==> src/rtl/keypad_pkg.sv <==
// Shared constants, key classification and FSM state type for the keypad
// number-entry block.
package keypad_pkg;

    localparam int unsigned NDIGITS_DEF = 3;
    localparam int unsigned VAL_W_DEF   = 10;

    localparam logic [3:0] KEY_STAR = 4'hE;
    localparam logic [3:0] KEY_HASH = 4'hF;

    typedef enum logic [1:0] {
        S_EMPTY = 2'd0,
        S_ENTRY = 2'd1,
        S_DONE  = 2'd2
    } state_e;

    typedef enum logic [1:0] {
        KC_DIGIT = 2'd0,
        KC_STAR  = 2'd1,
        KC_HASH  = 2'd2,
        KC_OTHER = 2'd3
    } key_class_e;

    function automatic key_class_e classify_key(input logic [3:0] code);
        key_class_e kc;
        if (code <= 4'd9) begin
            kc = KC_DIGIT;
        end else if (code == KEY_STAR) begin
            kc = KC_STAR;
        end else if (code == KEY_HASH) begin
            kc = KC_HASH;
        end else begin
            kc = KC_OTHER;
        end
        return kc;
    endfunction

endpackage

==> src/rtl/key_edge.sv <==
// Registered rising-edge detector; the history flop resets to RESET_VAL so a
// level held across reset release is not mistaken for a new edge.
module key_edge #(
    parameter logic RESET_VAL = 1'b1
) (
    input  logic clk,
    input  logic n_reset,
    input  logic level,
    output logic rise
);

    logic prev_q;
    logic prev_d;

    always_comb begin
        prev_d = level;
    end

    always_ff @(posedge clk) begin
        if (!n_reset) begin
            prev_q <= RESET_VAL;
        end else begin
            prev_q <= prev_d;
        end
    end

    assign rise = level & ~prev_q;

endmodule

==> src/rtl/num_entry.sv <==
// Keypad operand entry: accumulates up to NDIGITS decimal digits as BCD and as
// a binary value, commits on '#', clears on '*'.
module num_entry
    import keypad_pkg::*;
#(
    parameter int unsigned NDIGITS = NDIGITS_DEF,
    parameter int unsigned VAL_W   = VAL_W_DEF
) (
    input  logic                           clk,
    input  logic                           n_reset,
    input  logic [3:0]                     key_code,
    input  logic                           key_valid,
    output logic [4*NDIGITS-1:0]           digits,
    output logic [NDIGITS-1:0]             digit_en,
    output logic [$clog2(NDIGITS+1)-1:0]   count,
    output logic [VAL_W-1:0]               value,
    output logic                           value_valid,
    output logic                           overflow
);

    localparam int unsigned CNT_W = $clog2(NDIGITS + 1);
    localparam logic [CNT_W-1:0] MAX_CNT = CNT_W'(NDIGITS);

    logic key_event;

    key_edge #(
        .RESET_VAL(1'b1)
    ) u_key_edge (
        .clk    (clk),
        .n_reset(n_reset),
        .level  (key_valid),
        .rise   (key_event)
    );

    state_e                 state_q, state_d;
    logic [4*NDIGITS-1:0]   digits_q, digits_d;
    logic [NDIGITS-1:0]     digit_en_q, digit_en_d;
    logic [CNT_W-1:0]       count_q, count_d;
    logic [VAL_W-1:0]       value_q, value_d;
    logic                   value_valid_q, value_valid_d;
    logic                   overflow_q, overflow_d;

    always_comb begin
        state_d       = state_q;
        digits_d      = digits_q;
        count_d       = count_q;
        value_d       = value_q;
        value_valid_d = 1'b0;
        overflow_d    = 1'b0;

        if (key_event) begin
            unique case (classify_key(key_code))
                KC_DIGIT: begin
                    if (state_q == S_DONE) begin
                        // A new digit after commit starts a fresh operand.
                        digits_d      = '0;
                        digits_d[3:0] = key_code;
                        count_d       = CNT_W'(1);
                        value_d       = VAL_W'(key_code);
                        state_d       = S_ENTRY;
                    end else if (count_q < MAX_CNT) begin
                        digits_d      = digits_q << 4;
                        digits_d[3:0] = key_code;
                        count_d       = count_q + CNT_W'(1);
                        value_d       = value_q * VAL_W'(10) + VAL_W'(key_code);
                        state_d       = S_ENTRY;
                    end else begin
                        overflow_d = 1'b1;
                    end
                end
                KC_STAR: begin
                    digits_d = '0;
                    count_d  = '0;
                    value_d  = '0;
                    state_d  = S_EMPTY;
                end
                KC_HASH: begin
                    if (state_q == S_ENTRY) begin
                        value_valid_d = 1'b1;
                        state_d       = S_DONE;
                    end
                end
                KC_OTHER: begin
                end
                default: begin
                end
            endcase
        end
    end

    // Display enables follow the next count so they stay aligned with digits.
    always_comb begin
        digit_en_d = '0;
        for (int i = 0; i < int'(NDIGITS); i++) begin
            digit_en_d[i] = (CNT_W'(i) < count_d);
        end
    end

    always_ff @(posedge clk) begin
        if (!n_reset) begin
            state_q       <= S_EMPTY;
            digits_q      <= '0;
            digit_en_q    <= '0;
            count_q       <= '0;
            value_q       <= '0;
            value_valid_q <= 1'b0;
            overflow_q    <= 1'b0;
        end else begin
            state_q       <= state_d;
            digits_q      <= digits_d;
            digit_en_q    <= digit_en_d;
            count_q       <= count_d;
            value_q       <= value_d;
            value_valid_q <= value_valid_d;
            overflow_q    <= overflow_d;
        end
    end

    assign digits      = digits_q;
    assign digit_en    = digit_en_q;
    assign count       = count_q;
    assign value       = value_q;
    assign value_valid = value_valid_q;
    assign overflow    = overflow_q;

endmodule

==> config.mk <==
export PLATFORM = sky130hd
export DESIGN_NAME = num_entry
export DESIGN_NICKNAME = d
export VERILOG_FILES = /design/src/rtl/keypad_pkg.sv /design/src/rtl/key_edge.sv /design/src/rtl/num_entry.sv
export SDC_FILE = /design/constraint.sdc
export NUM_CORES = 1
export LEC_CHECK = 0
export CORE_ASPECT_RATIO = 0.6
export CORE_MARGIN = 4
export CORE_UTILIZATION = 53
export CTS_BUF_LIST = sky130_fd_sc_hd__clkbuf_8
export DETAILED_ROUTE_END_ITERATION = 12
export GPL_TIMING_DRIVEN = 0
export PLACE_DENSITY = 0.88
export SYNTH_ARGS = -nofsm -noshare
export SYNTH_HDL_FRONTEND = slang
export SYNTH_SLANG_ARGS = --single-unit
==> constraint.sdc <==
create_clock -name clk -period 5.82 [get_ports clk]
set_input_delay 0.873 -clock clk [delete_from_list [all_inputs] [get_ports clk]]
set_output_delay 0.873 -clock clk [all_outputs]
set_load 0.05 [all_outputs]
==> impl_metrics.ini <==
[route]
antenna_left = 0
drtIter0Drc = 93
firstDrtPassIters = 4
viasPerCell = 5.48
drc = 0
post_drt_wl_per_cell_um = 15.8
via_count = 1555
drt_wl_total_um = 4490

[critical_path]
cpLargestDelayFamily = buffers and inverters
critPathKind = input pin to register
crit_start = key_code[2]
critPathCaptureType = register
r2r-start = value[1]
cp_max_fo = 10
cp_slowest_cell = clkdlybuf4s50_1
timing.critical_path.arrival_ns = 3.26
cp_slowest_stage_delay_ns = 0.59
crit_chain = clkdlybuf4s50_1 > o21ai_0 > a31oi_1 > inv_1 > ha_1 > or2_2 > o311ai_4 > buf_6 > buf_12 > nor3b_2 > a21oi_2 > nor2_1
path_buf_inv = 4
start_kind = input pin
cp.required_ns = 5.97

[timing]
rsz0062_at_grt = no
clock-skew-final_ns = 0.00871
tightest_slew_ns = 0.503
fin_crit_ns = 3.11
setup_tns_ns = 0
slew_headroom_pct = 66.3
setup_viol = 0
fin_crit_sh_pct = 53.4
slew_viol_final = 0
whs_ns = 0.486
fmax_mhz = 322
finalHoldViolCount = 0

[hold_path]
min_from = state_q[0]
hold_class = register to register

[synth]
postSynthAreaPerCell_um2 = 9.55
synth_cells = 198
yosys.area.top_type = dfxtp_1
ys_seq_area_share_pct = 31.8
synth_top_area_share_pct = 31.8
syn_nets = 225
ys.flop_type = dfxtp_1
synth_seq_cells = 30
synth_area_leaders = dfxtp_1 (32%), ha_1 (12%), a22oi_1 (4.0%), nor2_1 (3.8%), a21oi_2 (3.2%)
yosysMostFrequentCell = dfxtp_1
synthDistinctLibCells = 45
synth_warnings = 0
synth_async_sr_flop_share_pct = 0
synth-edff-count = 0
synth_common_cells = dfxtp_1 (30), nor2_1 (19), ha_1 (18)
syn_area_um2 = 1890

[clock_network]
postCtsResizedCells = 0
post-cts-setup-buffer-count = 0
clk_pin_slew_ns = 0.06
root_buffer = clkbuf_8
clk_path_buf_depth = 2
cts-hold-fix-buffers = 0
numCtsBuffers = 5
h-tree-depth = 2
cts.sinks = 30
clk_latency_ns = 0.29
cts_tree = yes

[floorplan]
initial_utilization_pct = 56.5
die_width_um = 85.1
core_um2 = 3340
die_y_um = 54.3
io_pins = 36
design.die.area_um2 = 4620
rows = 16

[layout]
nets = 266
seq_area_um2 = 601
fillers = 258
drive_gt1_share_pct = 15.9
num_antenna_cells = 0
multi_input_area_um2 = 1170
area_growth_pct = 25.1
fin_area_um2 = 2370

[global_routing]
grt_first_pass_wirelength_um = 7000
grt_util_all_layers_pct = 20.0
grt_antenna_before_repair = 0
grt_overflow = 0
grt_pass1_vias = 1450
grt_max_degree = 11

[place]
place_congestion = 0.827
port-buffer-count = 34
hpwlAfterDp_um = 3500
place_area_um2 = 2290

[run_status]
status = completed

[pwr]
power.total_mw = 0.431
powerDensity_nw_per_um2 = 182
ir_drop_mv = 0.175
p_leak_nw = 0.987

[run]
cap_violations = 0
logic make-up after synthesis:
family          Yosys count  share of synthesized area, %
simple gates             70                          20.8
compound gates           46                          19.9
xor+xnor                  9                          4.96
fa+ha+maj                20                          14.0
buf+inv                  19                          6.42
mux                       4                          2.12
flops                    30                          31.8
metal layers:
layer / part of all wire [%] / up-vias / GRT usage (%)
met1: 52 / 716 / 27.0
met2: 42 / 45 / 31.8
met4: 0.31 / 0 / 3.95
met5: 0 / - / 0
met3: 5.7 / 4 / 6.47
li1: - / 790 / -
layout by cell type (no fill, tap or decap), types with 2 or more instances in the layout:
cell              n
clkdlybuf4s50_1  34
dfxtp_1          30
nor2_1           19
ha_1             18
nand2_1          12
a22oi_1          10
inv_1             9
nor2b_1           9
o21ai_0           7
a21oi_2           7
or2_2             5
a21oi_1           5
xnor2_1           5
nand3_1           5
clkbuf_8          5
buf_4             4
mux2i_1           4
clkbuf_1          3
nor3b_2           3
a211oi_1          3
xor2_1            3
o2111ai_1         3
nor3_1            3
and2b_4           2
or3_1             2
nand2b_1          2
and3_1            2
a21o_1            2
o311ai_1          2
fa_1              2
clkinv_2          2
power by group:
part / total, mW / internal, mW / leakage [nW] / switching [mW]
sequential: 0.211 / 0.208 / 0.242 / 0.00303
combinational: 0.0621 / 0.0252 / 0.701 / 0.0368
clock: 0.158 / 0.0800 / 0.0438 / 0.0779
total: 0.431 / 0.313 / 0.987 / 0.118
worst reg2reg max path: stages, from the launching register on:
cell	delay (ns)
dfxtp_1	0.46
ha_1	0.28
ha_1	0.24
fa_1	0.42
xor2_1	0.27
o2111ai_1	0.25
xor3_1	0.27
a22oi_2	0.18
nor2b_2	0.06
sequential cells by signal, summed over array words and instances, names as in the netlist:
signal,count
digit_en,3
u_key_edge.prev_q,1
count,1
digits,12
value_valid,1
value,9
state_q,2
overflow,1
cell type report:
cell class / instances / share of cell area (%)
plain buffers: 10 / 3.70
clock buffers: 5 / 2.91
clock inverters: 2 / 0.423
inverters: 9 / 1.43
multi-input cells: 149 / 49.4
flip-flops and latches: 30 / 25.4
well taps: 45 / 2.38
repair buffers: 34 / 14.4
per-stage QoR:
| stage | instances | setup slack [ns] | utilization (%) |
|---|---|---|---|
| 6_report | 284 | 2.71 | 70.8 |
| 5_1_grt | 284 | 2.51 | 70.8 |
| 4_1_cts | 284 | 2.74 | 70.8 |
| 3_5_place_dp | 277 | 2.45 | 68.4 |
| 3_3_place_gp | 277 | 2.52 | 68.4 |
| 2_1_floorplan | 198 | 3.26 | - |
final timing paths:
check                                   end  slack (ns)  cells past startpoint
worst max-delay path              digits[0]        2.71                     12
worst max register to register     value[7]        3.28                      8
worst min-delay path            value_valid        0.49                      2
worst min register to register  value_valid        0.49                      2
No activity file was read; power rests on OpenSTA's default activity.
